<file path="config.mk">
export PLATFORM = sky130hd
export DESIGN_NAME = sync_xy_split5_32b
export DESIGN_NICKNAME = d
export VERILOG_FILES = /design/src/rtl/sync_xy_split5_32b.sv
export SDC_FILE = /design/constraint.sdc
export NUM_CORES = 1
export LEC_CHECK = 0
export BUFFER_PORTS_ARGS = -buffer_cell sky130_fd_sc_hd__buf_2
export CORE_ASPECT_RATIO = 0.5
export CORE_MARGIN = 2
export CORE_UTILIZATION = 35
export CTS_CLUSTER_SIZE = 10
export DETAILED_ROUTE_END_ITERATION = 6
export GPL_ROUTABILITY_DRIVEN = 0
export PLACE_DENSITY = 0.61
export SETUP_SLACK_MARGIN = 0.05
export SYNTH_ARGS = -nofsm -noshare
export SYNTH_HDL_FRONTEND = slang
export SYNTH_SLANG_ARGS = --single-unit
</file>
<file path="constraint.sdc">
create_clock -name clk -period 4.4 [get_ports clk]
set_input_delay 0.88 -clock clk [delete_from_list [all_inputs] [get_ports clk]]
set_output_delay 0.88 -clock clk [all_outputs]
set_load 0.1 [all_outputs]
</file>
<file path="src/rtl/sync_xy_split5_32b.sv">
// Generic FIFO: circular buffer with count register, no full-bypass.
// Latency: written entry is visible at rd_dat the cycle after the write edge.
// Backpressure: wr_rdy = !full (forced low in reset), never relaxed by a same-cycle read.
module sync_xy_split5_fifo #(
    parameter int unsigned WIDTH = 32,
    parameter int unsigned DEPTH = 4
) (
    input  logic             clk,
    input  logic             rst_n,
    input  logic             wr_vld,
    output logic             wr_rdy,
    input  logic [WIDTH-1:0] wr_dat,
    output logic             rd_vld,
    input  logic             rd_rdy,
    output logic [WIDTH-1:0] rd_dat
);
    localparam int unsigned AW = $clog2(DEPTH);
    localparam logic [AW:0] CNT_FULL = (AW+1)'(DEPTH);
    localparam logic [AW:0] CNT_ONE  = (AW+1)'(1);
    localparam logic [AW-1:0] PTR_ONE = AW'(1);

    logic [AW-1:0]    wr_ptr_q, wr_ptr_d;
    logic [AW-1:0]    rd_ptr_q, rd_ptr_d;
    logic [AW:0]      count_q, count_d;
    logic [WIDTH-1:0] mem_q [DEPTH];
    logic             wr_en, rd_en;

    assign wr_rdy = rst_n & (count_q < CNT_FULL);
    assign rd_vld = (count_q != '0);
    assign rd_dat = mem_q[rd_ptr_q];
    assign wr_en  = wr_vld & wr_rdy;
    assign rd_en  = rd_vld & rd_rdy;

    always_comb begin
        wr_ptr_d = wr_ptr_q;
        rd_ptr_d = rd_ptr_q;
        count_d  = count_q;
        if (wr_en) wr_ptr_d = wr_ptr_q + PTR_ONE;
        if (rd_en) rd_ptr_d = rd_ptr_q + PTR_ONE;
        case ({wr_en, rd_en})
            2'b10:   count_d = count_q + CNT_ONE;
            2'b01:   count_d = count_q - CNT_ONE;
            default: count_d = count_q;
        endcase
    end

    always_ff @(posedge clk or negedge rst_n) begin
        if (!rst_n) begin
            wr_ptr_q <= '0;
            rd_ptr_q <= '0;
            count_q  <= '0;
        end else begin
            wr_ptr_q <= wr_ptr_d;
            rd_ptr_q <= rd_ptr_d;
            count_q  <= count_d;
        end
    end

    // Storage needs no reset: entries are only read while counted valid.
    always_ff @(posedge clk) begin
        if (wr_en) mem_q[wr_ptr_q] <= wr_dat;
    end
endmodule

// XY dimension-order 1-to-5 flit distributor: FIFO head steered into per-port holding registers.
// Latency: flit accepted at edge E drives its output after edge E+1 (empty FIFO, free register).
// Backpressure: o_free = FIFO not full; a blocked head stalls all later flits, other outputs drain freely.
module sync_xy_split5_32b #(
    parameter int unsigned DEPTH   = 4,
    parameter logic [3:0]  LOCAL_X = 4'd1,
    parameter logic [3:0]  LOCAL_Y = 4'd1
) (
    input  logic        clk,
    input  logic        rst,
    input  logic        i_drive,
    input  logic [31:0] i_data_32,
    output logic        o_free,
    output logic        o_drive0,
    output logic        o_drive1,
    output logic        o_drive2,
    output logic        o_drive3,
    output logic        o_drive4,
    output logic [31:0] o_data0_32,
    output logic [31:0] o_data1_32,
    output logic [31:0] o_data2_32,
    output logic [31:0] o_data3_32,
    output logic [31:0] o_data4_32,
    input  logic        i_freeNext0,
    input  logic        i_freeNext1,
    input  logic        i_freeNext2,
    input  logic        i_freeNext3,
    input  logic        i_freeNext4
);
    typedef struct packed {
        logic [3:0]  dst_x;
        logic [3:0]  dst_y;
        logic [23:0] payload;
    } flit_t;

    localparam int NPORT = 5;

    flit_t             head_dat;
    logic              head_vld;
    logic              pop;
    logic [NPORT-1:0]  route_oh;
    logic [NPORT-1:0]  free_next;
    logic [NPORT-1:0]  drain;
    logic [NPORT-1:0]  load;
    logic [NPORT-1:0]  drv_q, drv_d;
    flit_t             dat_q [NPORT];
    flit_t             dat_d [NPORT];

    sync_xy_split5_fifo #(
        .WIDTH (32),
        .DEPTH (DEPTH)
    ) u_in_fifo (
        .clk    (clk),
        .rst_n  (rst),
        .wr_vld (i_drive),
        .wr_rdy (o_free),
        .wr_dat (i_data_32),
        .rd_vld (head_vld),
        .rd_rdy (pop),
        .rd_dat (head_dat)
    );

    assign free_next = {i_freeNext4, i_freeNext3, i_freeNext2, i_freeNext1, i_freeNext0};

    // X is resolved first; Y only matters once the column matches.
    always_comb begin
        route_oh = '0;
        if (head_dat.dst_x > LOCAL_X)      route_oh[1] = 1'b1;
        else if (head_dat.dst_x < LOCAL_X) route_oh[0] = 1'b1;
        else if (head_dat.dst_y > LOCAL_Y) route_oh[2] = 1'b1;
        else if (head_dat.dst_y < LOCAL_Y) route_oh[3] = 1'b1;
        else                               route_oh[4] = 1'b1;
    end

    assign drain = drv_q & free_next;
    assign pop   = head_vld & |(route_oh & (~drv_q | drain));
    assign load  = pop ? route_oh : '0;

    always_comb begin
        drv_d = (drv_q & ~drain) | load;
        for (int p = 0; p < NPORT; p++) begin
            dat_d[p] = load[p] ? head_dat : dat_q[p];
        end
    end

    always_ff @(posedge clk or negedge rst) begin
        if (!rst) begin
            drv_q <= '0;
            for (int p = 0; p < NPORT; p++) dat_q[p] <= '0;
        end else begin
            drv_q <= drv_d;
            for (int p = 0; p < NPORT; p++) dat_q[p] <= dat_d[p];
        end
    end

    assign o_drive0   = drv_q[0];
    assign o_drive1   = drv_q[1];
    assign o_drive2   = drv_q[2];
    assign o_drive3   = drv_q[3];
    assign o_drive4   = drv_q[4];
    assign o_data0_32 = dat_q[0];
    assign o_data1_32 = dat_q[1];
    assign o_data2_32 = dat_q[2];
    assign o_data3_32 = dat_q[3];
    assign o_data4_32 = dat_q[4];
endmodule

</file>
---- Word-level counts from Yosys, hierarchy flattened ----
Memory sizes are Yosys's and may differ from the RTL's.
Cells that the tools add are included.
operators by class
  add/sub/neg operators ................... 4
  multipliers ............................. 0
  div/mod/pow operators ................... 0
  $lt $le $gt $ge ......................... 5
  equality and inequality tests ........... 2
  shifts and indexed selects .............. 0
  muxes and demuxes ....................... 13
  bitwise gates (word level) .............. 11
  reduce and logical (&&, ||, !) cells .... 3
operators with widths
  cell                                                            count
  bitwise AND 5 bit                                               3
  NOT 5 bit                                                       2
  OR 5 bit                                                        2
  greater-than comparator 4 x 1 -> 1 bit (second input constant)  2
  less-than comparator 4 x 1 -> 1 bit (second input constant)     2
  two-way mux 1 bit                                               8
  two-way mux 3 bit                                               2
  case mux 3 bit (2 select lines)                                 1
  two-way mux 5 bit                                               1
  OR reduction 5 bit                                              1
  adder 2 x 1 -> 2 bit (second input constant)                    2
  bitwise AND 1 bit                                               4
  adder 3 x 1 -> 3 bit (second input constant)                    1
  less-than comparator 3 bit (second input constant)              1
  nonzero test 3 bit                                              1
  subtractor 3 x 1 -> 3 bit (second input constant)               1
  equality test 2 x 1 -> 1 bit (second input constant)            1
  equality test 2 bit (second input constant)                     1
  two-way mux 2 bit                                               1
  nonzero test 2 bit                                              1
storage, ports and cells
  register bits ........................... 172
  bits in latches ......................... 0
  bits in writable memories ............... 128
  memory bits (read-only) ................. 0
  input bits .............................. 40
  output and inout bits ................... 166
  logic and storage cells ................. 58
  memories kept ........................... 1
memories
  memory           words  bits a word  rd ports  clocked after memory_dff  wr ports  RTL line  text
  u_in_fifo.mem_q  4      32           1         0                         1         25        logic [WIDTH-1:0] mem_q [DEPTH];

---- Logic depth before layout (Yosys ltp) ----
Gate-level depths: netlist of the first run.
An unclocked memory read counts as a cell.
  depth in word-level cells ............... 12
  depth in mapped cells ................... 11

---- Hierarchy ----
Synthesis of the first run repeated with hierarchy kept, for this count alone.
second synthesis, totals
  cell total of the unflattened synthesis .. 578
  area total of the unflattened synthesis .. 11,263.3 sq um
modules (own cells, without submodules)
  module               times used  cells an instance  area an instance (sq um)  seq. area each (sq um)
  sync_xy_split5_32b   1           373                6,170.9                   4,129.0
  sync_xy_split5_fifo  1           205                5,092.4                   4,018.9

---- Worst setup path after synthesis of the first run ----
OpenSTA, ideal clock, no wires.
  path kind ............................... input to register
  start point ............................. input port rst
  end point ............................... register u_in_fifo.count_q[2]
  data arrival time ....................... 3,614 ps
  required time ........................... 4,275 ps
  path slack .............................. 661 ps
  cell stages on the path ................. 8
  buffers on the path ..................... 0
  path through ............................ nor2b_1 -> and2_1 -> inv_1 -> ha_1 -> fa_1 -> xnor2_1 -> nor2_1 -> xor2_1
on the way
  word-level cells in the longest chain between the ends .. 4
  elaborated cells between the ends (all ways) .. 6
  classes of those cells .................. 2 x eq/ne; 1 x mux; 2 x bitwise; 1 x reduce/logical
RTL lines
  element                                                                       RTL line  text
  from (decl)                                                                   74        input logic rst,
  bitwise AND 1 bit *                                                           28        assign wr_rdy = rst_n & (count_q < CNT_FULL);
  bitwise AND 1 bit *                                                           31        assign wr_en = wr_vld & wr_rdy;
  equality test 2 x 1 -> 1 bit / equality test 2 bit (equally long branches)    40        case ({wr_en, rd_en})
  case mux 3 bit (2 select lines) / nonzero test 2 bit (equally long branches)  -
  to (signal assigned)                                                          55        count_q <= count_d;
  to (decl)                                                                     24        logic [AW:0] count_q, count_d;
Every way passes the cells marked *; elsewhere a longest branch is shown, timed or not.
A chain may end at the register's enable or synchronous reset.

---- Final worst setup path of the first run ----
  start point ............................. register u_in_fifo.rd_ptr_q[0]
  end point ............................... register u_in_fifo.count_q[2]
on the way
  word-level cells in the longest chain between the ends .. 12
  elaborated cells between the ends (all ways) .. 22
  classes of those cells .................. 4 x order compare; 2 x eq/ne; 10 x mux; 3 x bitwise; 2 x reduce/logical; 1 x memory
RTL lines
  element                                                                       RTL line  text
  from (decl)                                                                   23        logic [AW-1:0] rd_ptr_q, rd_ptr_d;
  from (signal assigned)                                                        54        rd_ptr_q <= rd_ptr_d;
  memory (4 x 32 bit) *                                                         -
  less-than comparator 4 x 1 -> 1 bit                                           135       else if (head_dat.dst_y < LOCAL_Y) route_oh[3] = 1'b1;
  two-way mux 1 bit                                                             135
  two-way mux 2 bit                                                             134       else if (head_dat.dst_y > LOCAL_Y) route_oh[2] = 1'b1;
  two-way mux 3 bit                                                             133       else if (head_dat.dst_x < LOCAL_X) route_oh[0] = 1'b1;
  two-way mux 3 bit                                                             132       if (head_dat.dst_x > LOCAL_X) route_oh[1] = 1'b1;
  bitwise AND 5 bit *                                                           140       assign pop = head_vld & |(route_oh & (~drv_q | drain));
  OR reduction 5 bit *                                                          140
  bitwise AND 1 bit *                                                           140
  bitwise AND 1 bit *                                                           32        assign rd_en = rd_vld & rd_rdy;
  via u_in_fifo.rd_en                                                           26        logic wr_en, rd_en;
  equality test 2 x 1 -> 1 bit / equality test 2 bit (equally long branches)    40
  case mux 3 bit (2 select lines) / nonzero test 2 bit (equally long branches)  -
The timed path passes the listed nets; every way through them passes the cells marked *.

==> metrics.md, run 1 <==
| Metric | Value |
|---|---|
| Max-Cap Viols | `0` |
| Syn_area_per_cell | `19.4 um2` |
| Vias in the first global route | `6282` |
| Least-Margin Pin Slew | `1080 ps` |
| Fmax | `0.274 GHz` |
| Worst path required time | `4850 ps` |
| Initial antenna violation count | `2` |
| Register bit total from synthesis | `300` |
| R2R cell count | `9` |
| Drt total wl | `25800 um` |
| CP max stage delay | `710 ps` |
| Die Height | `130 um` |
| Cell family with most CP delay | `multiplexers` |
| Post-placement setup slack | `729 ps` |
| Die ar. | `33300 um2` |
| Post-synth EDFFs | `128` |
| Crit. Startpoint | `u_in_fifo.rd_ptr_q[0]$_DFFE_PN0P_` |
| Drt pass-1 iters | `4` |
| R2R Path End | `u_in_fifo.count_q[2]$_DFFE_PN0P_` |
| Hold_buf cts | `0` |
| Vias per Instance | `4.71` |
| Num CTS Buffers | `36` |
| Worst path bufs/invs | `0` |
| Final-report hold violation count | `0` |
| Synth top area share | `38.8%` |
| Antenna-violating nets left | `0` |
| Crit-path max FO | `17` |
| Slowest-stage cell, CP | `dfrtp_2` |
| Final setup fails | `0` |
| GRT Residual Overflow | `0` |
| Drt wl/cell | `20.3 um` |
| Initial DRC Count | `307` |
| Post-synthesis sequential area ratio | `73.4%` |
| Relative slew slack | `27.7%` |
| Hpwl dp | `16900 um` |
| Input/output buffers | `205` |
| PostCTS Resize Cnt | `0` |
| Hold Slack | `209 ps` |
| Most common cell after layout, fill and taps aside | `buf_2` |
| Period minus WS final | `3650 ps` |
| Initial core utilization | `35.3%` |
| Die Span X | `256 um` |
| Root Driver | `clkbuf_16` |
| Final clock skew | `14.2 ps` |
| H-tree depth | `2` |
| Mapped Cells | `573` |
| Worst R2R Setup Slack | `750 ps` |
| Area growth syn-to-layout | `24.6%` |
| Ports | `206` |
| Fin worst setup slack | `746 ps` |
| Clock-pin slew on the worst setup and hold paths | `50 ps` |
| CTS sink cnt | `300` |
| Core area | `31400 um2` |
| Cell area after layout | `13800 um2` |
| Tcrit/Tclk final | `83.0%` |
| Global-route wire length before repair | `38300 um` |
| Via Count | `5972` |
| Critical path depth | `9` |
| Critical Path End Type | `flip-flop` |
| Final #Nets | `856` |
| Synthesized Nets | `619` |
| Most frequent cells in the layout | `buf_2, dfrtp_1, edfxtp_1` |
| Hold WC Path Type | `in2async` |
| Top FF cell, synth | `dfrtp_1` |
| Post CTS Setup Buffer Count | `0` |
| Global-route usage over all layers | `15.3%` |
| Top cell type by total area after synthesis | `dfrtp_1` |
| Clk_lat worst skew | `530 ps` |
| Worst Path Arrival | `4110 ps` |
| Pin count of the biggest net entering global routing | `82` |
| CP Class | `reg2reg` |
| Startpoint Class | `flip-flop` |
| Syn. warnings | `0` |
| DP Area | `12700 um2` |
| Unrepaired setup endpoints after global routing | `no` |
| Synth Cell Area | `11100 um2` |
| Critical Path, Cell by Cell | `mux4_2 > nor3_1 > mux2i_1 > o21ai_0 > ha_1 > fa_1 > xnor2_1 > nor2_1 > xor2_1` |
| Status | `completed` |
| Row count | `46` |
| Synth top area cells | `dfrtp_1, edfxtp_1, mux2_2` |
| Library cells used by synthesis | `38` |
| Clock tree buffer depth | `3` |
| Setup Total Neg Slack | `0 ps` |
| CTS tree | `done` |
| Slew Limit Fails | `0` |
| R2r startpoint | `u_in_fifo.rd_ptr_q[0]$_DFFE_PN0P_` |
| Layout cell share with drive strength beyond 1 | `50.4%` |
| Drt drc | `0` |
| FFs w/ async S/R, synth | `57.3%` |
## worst register-to-register path, delay by kind of cell (launching register included)
family | cells | cell delay (ps)
AND/OR/NAND/NOR | 2 | 700
adder cells (fa/ha/maj) | 2 | 670
multiplexers | 2 | 1000
flip-flops | 1 | 710
AO/OA/AOI/OAI | 1 | 210
XOR/XNOR | 2 | 280
## layout make-up
type,count,area (um2)
clock inverter,3,70.1
fill,2801,17600
inverter,6,22.5
clock buffer,60,1030
timing repair buffer,222,1160
antenna,2,5.00
tap,432,541
multi-input combinational,244,2860
sequential,300,8150
## cell families (layout without fill, tap and decap cells)
kind of cell	Yosys count	count (layout)	synth area share [%]
mux	171	171	20.6
compound gates	11	11	0.992
fa+ha+maj	6	6	0.744
flops	300	300	73.4
other cells	0	2	0
xor+xnor	6	6	0.473
simple gates	50	50	2.69
buf+inv	29	291	1.17
## sequential cells by signal, summed over array words and instances (netlist names)
name	flops
o_data3_32	32
u_in_fifo.count_q	3
u_in_fifo.mem_q	128
o_data4_32	32
u_in_fifo.wr_ptr_q	2
o_data1_32	32
drv_q	5
u_in_fifo.rd_ptr_q	2
o_data0_32	32
o_data2_32	32
## metrics by stage
step                utilization [%]  cells
finish                         44.0   1269
detailed placement             40.5   1204
global route                   44.0   1268
CTS                            44.0   1267
floorplan                         -    573
global placement               40.5   1204
## Yosys cell counts (4+ instances only)
master	instances
nor2b_1	20
nand2_1	4
and2_1	5
buf_2	7
edfxtp_1	128
mux2_1	27
mux2_2	109
mux4_2	32
buf_1	4
and3_1	4
dfrtp_1	172
ha_1	5
clkbuf_1	8
or2_2	5
xnor2_1	4
inv_1	6
## routing by layer
| metal | share of wire, % | global-route usage, % | wire, um |
|---|---|---|---|
| met5 | 0 | 0 | 0 |
| met1 | 44 | 19.8 | 11200 |
| met2 | 50 | 25.7 | 12900 |
| met4 | 2.0 | 5.02 | 519 |
| met3 | 4.5 | 3.65 | 1160 |
## worst max path at each step
stage	to	slack (ps)
after floorplan	u_in_fifo.count_q[2]$_DFFE_PN0P_	660
after global placement	u_in_fifo.count_q[2]$_DFFE_PN0P_	770
after detailed placement	u_in_fifo.count_q[1]$_DFFE_PN0P_	730
after CTS	u_in_fifo.count_q[2]$_DFFE_PN0P_	720
after global routing	u_in_fifo.count_q[2]$_DFFE_PN0P_	490
final	u_in_fifo.count_q[2]$_DFFE_PN0P_	750
Power of run 1 is not shown: default switching activity piles up to over one toggle a cycle in this logic, so the estimate is an artifact.
==> run 2, diff against run 1 <==
--- a/config.mk
+++ b/config.mk
@@ -5,6 +5,7 @@
 export SDC_FILE = /design/constraint.sdc
 export NUM_CORES = 1
 export LEC_CHECK = 0
+export ABC_AREA = 1
 export BUFFER_PORTS_ARGS = -buffer_cell sky130_fd_sc_hd__buf_2
 export CORE_ASPECT_RATIO = 0.5
 export CORE_MARGIN = 2
@@ -12,7 +13,7 @@
 export CTS_CLUSTER_SIZE = 10
 export DETAILED_ROUTE_END_ITERATION = 6
 export GPL_ROUTABILITY_DRIVEN = 0
-export PLACE_DENSITY = 0.61
+export PLACE_DENSITY = 0.6
 export SETUP_SLACK_MARGIN = 0.05
 export SYNTH_ARGS = -nofsm -noshare
 export SYNTH_HDL_FRONTEND = slang
==> constraint.sdc (replaced) <==
create_clock -name clk -period 3.6 [get_ports clk]
set_input_delay 0.72 -clock clk [delete_from_list [all_inputs] [get_ports clk]]
set_output_delay 0.72 -clock clk [all_outputs]
set_load 0.1 [all_outputs]
==> run 2 against run 1 <==
Compared with the run above:
- sequential share of layout area decreased by 2.0 points
- global-route usage increased by 3.1 points
- non-clock buffer count is 8 higher
- clock skew is 0.68 ps higher
- critical path depth rose by 6
- final cell count is 38% higher
- largest cell class unchanged
==> metrics.md, run 2 <==
| Metric | Value |
|---|---|
| CTS sink cnt | `300` |
| CP Class | `reg2reg` |
| Period minus WS final | `3040 ps` |
| Critical Path End Type | `flip-flop` |
| Drt pass-1 iters | `5` |
| PostCTS Resize Cnt | `0` |
| Most common cell in the netlist | `nand2_1` |
| Row count | `47` |
| Slowest-stage cell, CP | `buf_4` |
| Drt total wl | `33300 um` |
| Hold_buf cts | `0` |
| Hpwl dp | `22100 um` |
| Global-route wire length before repair | `50800 um` |
| Fmax | `0.329 GHz` |
| Input/output buffers | `205` |
| Vias in the first global route | `8458` |
| Drt drc | `0` |
| Final-report hold violation count | `0` |
| Relative slew slack | `37.4%` |
| Ports | `206` |
| Syn. warnings | `0` |
| Clk_lat worst skew | `520 ps` |
| Fin worst setup slack | `560 ps` |
| Most common cell after layout, fill and taps aside | `nand2_1` |
| Post-synth EDFFs | `128` |
| CP max stage delay | `580 ps` |
| Worst Path Arrival | `3430 ps` |
| Layout cell share with drive strength beyond 1 | `22.2%` |
| Unrepaired setup endpoints after global routing | `no` |
| Final clock skew | `14.9 ps` |
| Critical Path, Cell by Cell | `inv_2 > nand2_1 > nand3_1 > nand2_1 > nand2_1 > nor2_2 > nand2_1 > nor2_2 > nor2_4 > nand2_8 > buf_4 > nand3_2 > buf_4 > nand2_1 > nand2_1` |
| Top FF cell, synth | `dfrtp_1` |
| Top cell type by total area after synthesis | `dfrtp_1` |
| Final #Nets | `1344` |
| Slew Limit Fails | `0` |
| Clock-pin slew on the worst setup and hold paths | `50 ps` |
| Synth top area cells | `dfrtp_1, edfxtp_1, nand2_1` |
| Register bit total from synthesis | `300` |
| Startpoint Class | `flip-flop` |
| Status | `completed` |
| Final setup fails | `0` |
| Synth top area share | `35.9%` |
| Final Non-Filler Cells | `1755` |
| Mapped Cells | `1110` |
| R2r startpoint | `u_in_fifo.rd_ptr_q[0]$_DFFE_PN0P_` |
| Setup Total Neg Slack | `0 ps` |
| GRT Residual Overflow | `0` |
| Die Height | `135 um` |
| Post-synthesis sequential area ratio | `67.9%` |
| Syn_area_per_cell | `10.8 um2` |
| Top reg by flops | `u_in_fifo.mem_q` |
| Global-route usage over all layers | `18.4%` |
| Via Count | `8862` |
| Clock tree buffer depth | `3` |
| CTS tree | `done` |
| Worst path required time | `3990 ps` |
| Root Driver | `clkbuf_16` |
| Least-Margin Pin Slew | `939 ps` |
| Worst R2R Setup Slack | `560 ps` |
| Antenna-violating nets left | `0` |
| Hold Slack | `60.6 ps` |
| FFs w/ async S/R, synth | `57.3%` |
| R2R cell count | `15` |
| Post CTS Setup Buffer Count | `0` |
| Library cells used by synthesis | `29` |
| Placed insts | `1702` |
| Tcrit/Tclk final | `84.4%` |
| Die ar. | `35900 um2` |
| Die Span X | `266 um` |
| H-tree depth | `2` |
| Hold WC Path Type | `in2async` |
| Crit. Startpoint | `u_in_fifo.rd_ptr_q[0]$_DFFE_PN0P_` |
| Synth cell count leaders | `nand2_1, dfrtp_1, nand4_1` |
| Pin count of the biggest net entering global routing | `76` |
| Initial core utilization | `35.9%` |
| Vias per Instance | `5.05` |
| Core area | `33400 um2` |
| Largest register FFs | `128` |
| Num CTS Buffers | `35` |
| Max-Cap Viols | `0` |
| CP most frequent cell | `nand2_1` |
| Area growth syn-to-layout | `19.2%` |
| Most frequent cells in the layout | `nand2_1, buf_2, dfrtp_1` |
| Crit-path max FO | `72` |
| Initial antenna violation count | `0` |
| Initial DRC Count | `866` |
| Synthesized Nets | `1156` |
| Post-placement setup slack | `598 ps` |
| Synth Cell Area | `12000 um2` |
| Drt wl/cell | `19.0 um` |
==> run 2: cell types whose count changed after synthesis, sizes merged, moves of 20 or more <==
cell    delta
clkbuf    +27
nand3     +24
nand4    +135
nor2b     -20
inv       +39
mux2     -135
nor2      +60
o21ai     +50
mux4      -32
nand2    +365
o22ai     +23
buf       +29
==> run 2: final cells by class <==
cell class                 count  area, um2
clock buffer                  49        928
timing repair buffer         230       1220
fill                        3161      19100
sequential                   300       8150
tap                          441        552
clock inverter                 3       26.3
inverter                      46        173
antenna                        1       2.50
multi-input combinational    685       3260
==> run 2: kinds of logic after synthesis <==
logic type	synth area share (%)
XOR/XNOR	0.292
buffers and inverters	5.15
multiplexers	0.0938
AO/OA/AOI/OAI	3.54
adder cells (fa/ha/maj)	0.688
AND/OR/NAND/NOR	22.4
flip-flops	67.9
==> run 2: worst max-delay path, delay by kind of cell (launching register included) <==
kind,cells,cell delay (ps)
flip-flops,1,560
buffers and inverters,3,1070
AND/OR/NAND/NOR,12,1260
==> run 2: through the flow <==
step	util [%]	cell area, um2
after floorplan	-	12000
after global placement	40.0	13400
after detailed placement	40.0	13400
after CTS	42.8	14300
after global routing	42.8	14300
final	42.8	14300
==> run 2: path summary, 6_finish.rpt <==
path                                                     end
max reg2reg                        o_data2_32[9]$_DFFE_PN0P_
min reg2reg                        o_data3_32[1]$_DFFE_PN0P_
max in group asynchronous  u_in_fifo.rd_ptr_q[0]$_DFFE_PN0P_
min                                o_data3_32[9]$_DFFE_PN0P_
min in group clk                          drv_q[3]$_DFF_PN0_
max                                o_data2_32[9]$_DFFE_PN0P_
==> run 2: per-layer routing <==
| metal | GRT usage, % | up-vias | share of wire [%] |
|---|---|---|---|
| met5 | 0 | - | 0 |
| li1 | - | 4163 | - |
| met3 | 2.94 | 46 | 4.8 |
| met4 | 5.93 | 0 | 2.4 |
| met2 | 29.1 | 251 | 48 |
| met1 | 26.2 | 4402 | 45 |
Power of run 2 is left out for the same reason.
==> run 3, diff against run 2 <==
==> constraint.sdc (replaced) <==
create_clock -name clk -period 2.86 [get_ports clk]
set_input_delay 0.572 -clock clk [delete_from_list [all_inputs] [get_ports clk]]
set_output_delay 0.572 -clock clk [all_outputs]
set_load 0.1 [all_outputs]
==> run 3 against run 2 <==
Compared with the run above:
- via count increased by 0.76%
- fmax grew 15%
- non-clock buffer count increased by 19
- utilization is 1.0 points higher
- clock skew down 5.6 ps
- first-iteration DRC count shrank 11%
- final area rose by 2.4%
- largest cell class unchanged
==> metrics.md, run 3 (synthesis results as in run 2) <==
| Metric | Value |
|---|---|
| Initial DRC Count | `772` |
| Critical Path, Cell by Cell | `buf_12 > nand2_1 > nand3_1 > nand2_2 > nand3_2 > o21ai_0 > nand2_1 > nor2_4 > nand2_8 > nand2_1 > inv_1 > ha_1 > fa_2 > a21oi_1 > o21ai_0 > xor2_1` |
| Relative slew slack | `28.0%` |
| Num CTS Buffers | `36` |
| CP most frequent cell | `nand2_1` |
| Drt wl/cell | `18.4 um` |
| Global-route wire length before repair | `49900 um` |
| Final Non-Filler Cells | `1779` |
| R2r startpoint | `u_in_fifo.rd_ptr_q[0]$_DFFE_PN0P_` |
| Final #Nets | `1365` |
| Input/output buffers | `205` |
| Drt total wl | `32800 um` |
| Top reg by flops | `u_in_fifo.mem_q` |
| Largest register FFs | `128` |
| Vias in the first global route | `8428` |
| Ports | `206` |
| Drt drc | `0` |
| Global-route usage over all layers | `17.9%` |
| Worst R2R Setup Slack | `220 ps` |
| CP max stage delay | `450 ps` |
| Max-Cap Viols | `0` |
| Tcrit/Tclk final | `92.2%` |
| R2R cell count | `16` |
| Crit-path max FO | `19` |
| Fin worst setup slack | `222 ps` |
| Period minus WS final | `2640 ps` |
| Clk_lat worst skew | `510 ps` |
| GRT Residual Overflow | `0` |
| Least-Margin Pin Slew | `1080 ps` |
| Vias per Instance | `5.02` |
| DP Area | `13600 um2` |
| CP Class | `reg2reg` |
| Startpoint Class | `flip-flop` |
| R2R Path End | `u_in_fifo.count_q[2]$_DFFE_PN0P_` |
| Die ar. | `35900 um2` |
| Cell area after layout | `14700 um2` |
| Drt pass-1 iters | `5` |
| Hold WC Path Type | `in2async` |
| Antenna-violating nets left | `0` |
| Critical Path End Type | `flip-flop` |
| Unrepaired setup endpoints after global routing | `no` |
| Final clock skew | `9.34 ps` |
| Most common cell after layout, fill and taps aside | `nand2_1` |
| Setup Total Neg Slack | `0 ps` |
| Worst path required time | `3240 ps` |
| Status | `completed` |
| Final setup fails | `0` |
| Crit. Startpoint | `u_in_fifo.rd_ptr_q[0]$_DFFE_PN0P_` |
| CTS sink cnt | `300` |
| Clock tree buffer depth | `3` |
| Row count | `47` |
| Pin count of the biggest net entering global routing | `173` |
| Slowest-stage cell, CP | `dfrtp_2` |
| Die Span X | `266 um` |
| Post-placement setup slack | `147 ps` |
| Final-report hold violation count | `0` |
| H-tree depth | `2` |
| Core area | `33400 um2` |
| Most frequent cells in the layout | `nand2_1, buf_2, dfrtp_1` |
| Placed insts | `1720` |
| Worst Path Arrival | `3020 ps` |
| Root Driver | `clkbuf_16` |
| Fmax | `0.379 GHz` |
| Area growth syn-to-layout | `22.1%` |
| Clock-pin slew on the worst setup and hold paths | `50 ps` |
| CTS tree | `done` |
| Slew Limit Fails | `0` |
| Hpwl dp | `21900 um` |
| Layout cell share with drive strength beyond 1 | `24.2%` |
| Initial core utilization | `35.9%` |
| Initial antenna violation count | `0` |
| Via Count | `8929` |
| Die Height | `135 um` |
## run 3: metrics by stage
| step | utilization [%] | hold slack [ps] |
|---|---|---|
| 5_1_grt | 43.9 | 250 |
| 3_3_place_gp | 40.7 | 445 |
| 4_1_cts | 43.7 | 236 |
| 3_5_place_dp | 40.7 | 447 |
| 6_report | 43.9 | 170 |
| 2_1_floorplan | - | 276 |
## run 3: worst max path at each step
stage | end | depth (start not counted) | slack (ps)
floorplan | u_in_fifo.count_q[2]$_DFFE_PN0P_ | 8 | 100
global placement | u_in_fifo.count_q[2]$_DFFE_PN0P_ | 16 | 170
detailed placement | u_in_fifo.count_q[2]$_DFFE_PN0P_ | 17 | 150
CTS | u_in_fifo.count_q[2]$_DFFE_PN0P_ | 17 | 130
global route | u_in_fifo.count_q[1]$_DFFE_PN0P_ | 15 | 70
finish | u_in_fifo.count_q[2]$_DFFE_PN0P_ | 16 | 220
## run 3: cell type report
class                           count  area, um2
Fill cell                        3120      18700
Sequential cell                   300       8150
Multi-Input combinational cell    685       3300
Timing Repair Buffer              249       1450
Clock buffer                       53        986
Tap cell                          441        552
Inverter                           46        180
Clock inverter                      3       26.3
Timing Repair inverter              1       5.00
Antenna cell                        1       2.50
## run 3: layer usage
metal  up-vias  part of all wire (%)  GRT usage [%]
li1       4217                     -              -
met1      4424                    44           24.6
met2       235                    48           29.4
met3        53                   5.2           3.03
met4         0                   2.5           5.56
met5         -                     0              0
## run 3: repair_timing
item,4_1_cts,5_1_grt
endpoints found under the setup margin,0,161
hold buffers,0,0
resized for setup,0,17
endpoints found under the hold margin,0,0
setup buffers,0,1
## run 3: worst max-delay path, delay by kind of cell, from the launching register on
kind | cells | cell delay, ps
buffers and inverters | 2 | 220
xor gates and xnor gates | 1 | 150
AOI/OAI and AO/OA | 3 | 330
and+or+nand+nor | 8 | 780
DFF | 1 | 450
adders and majority gates | 2 | 560
Power of run 3 is left out for the same reason.
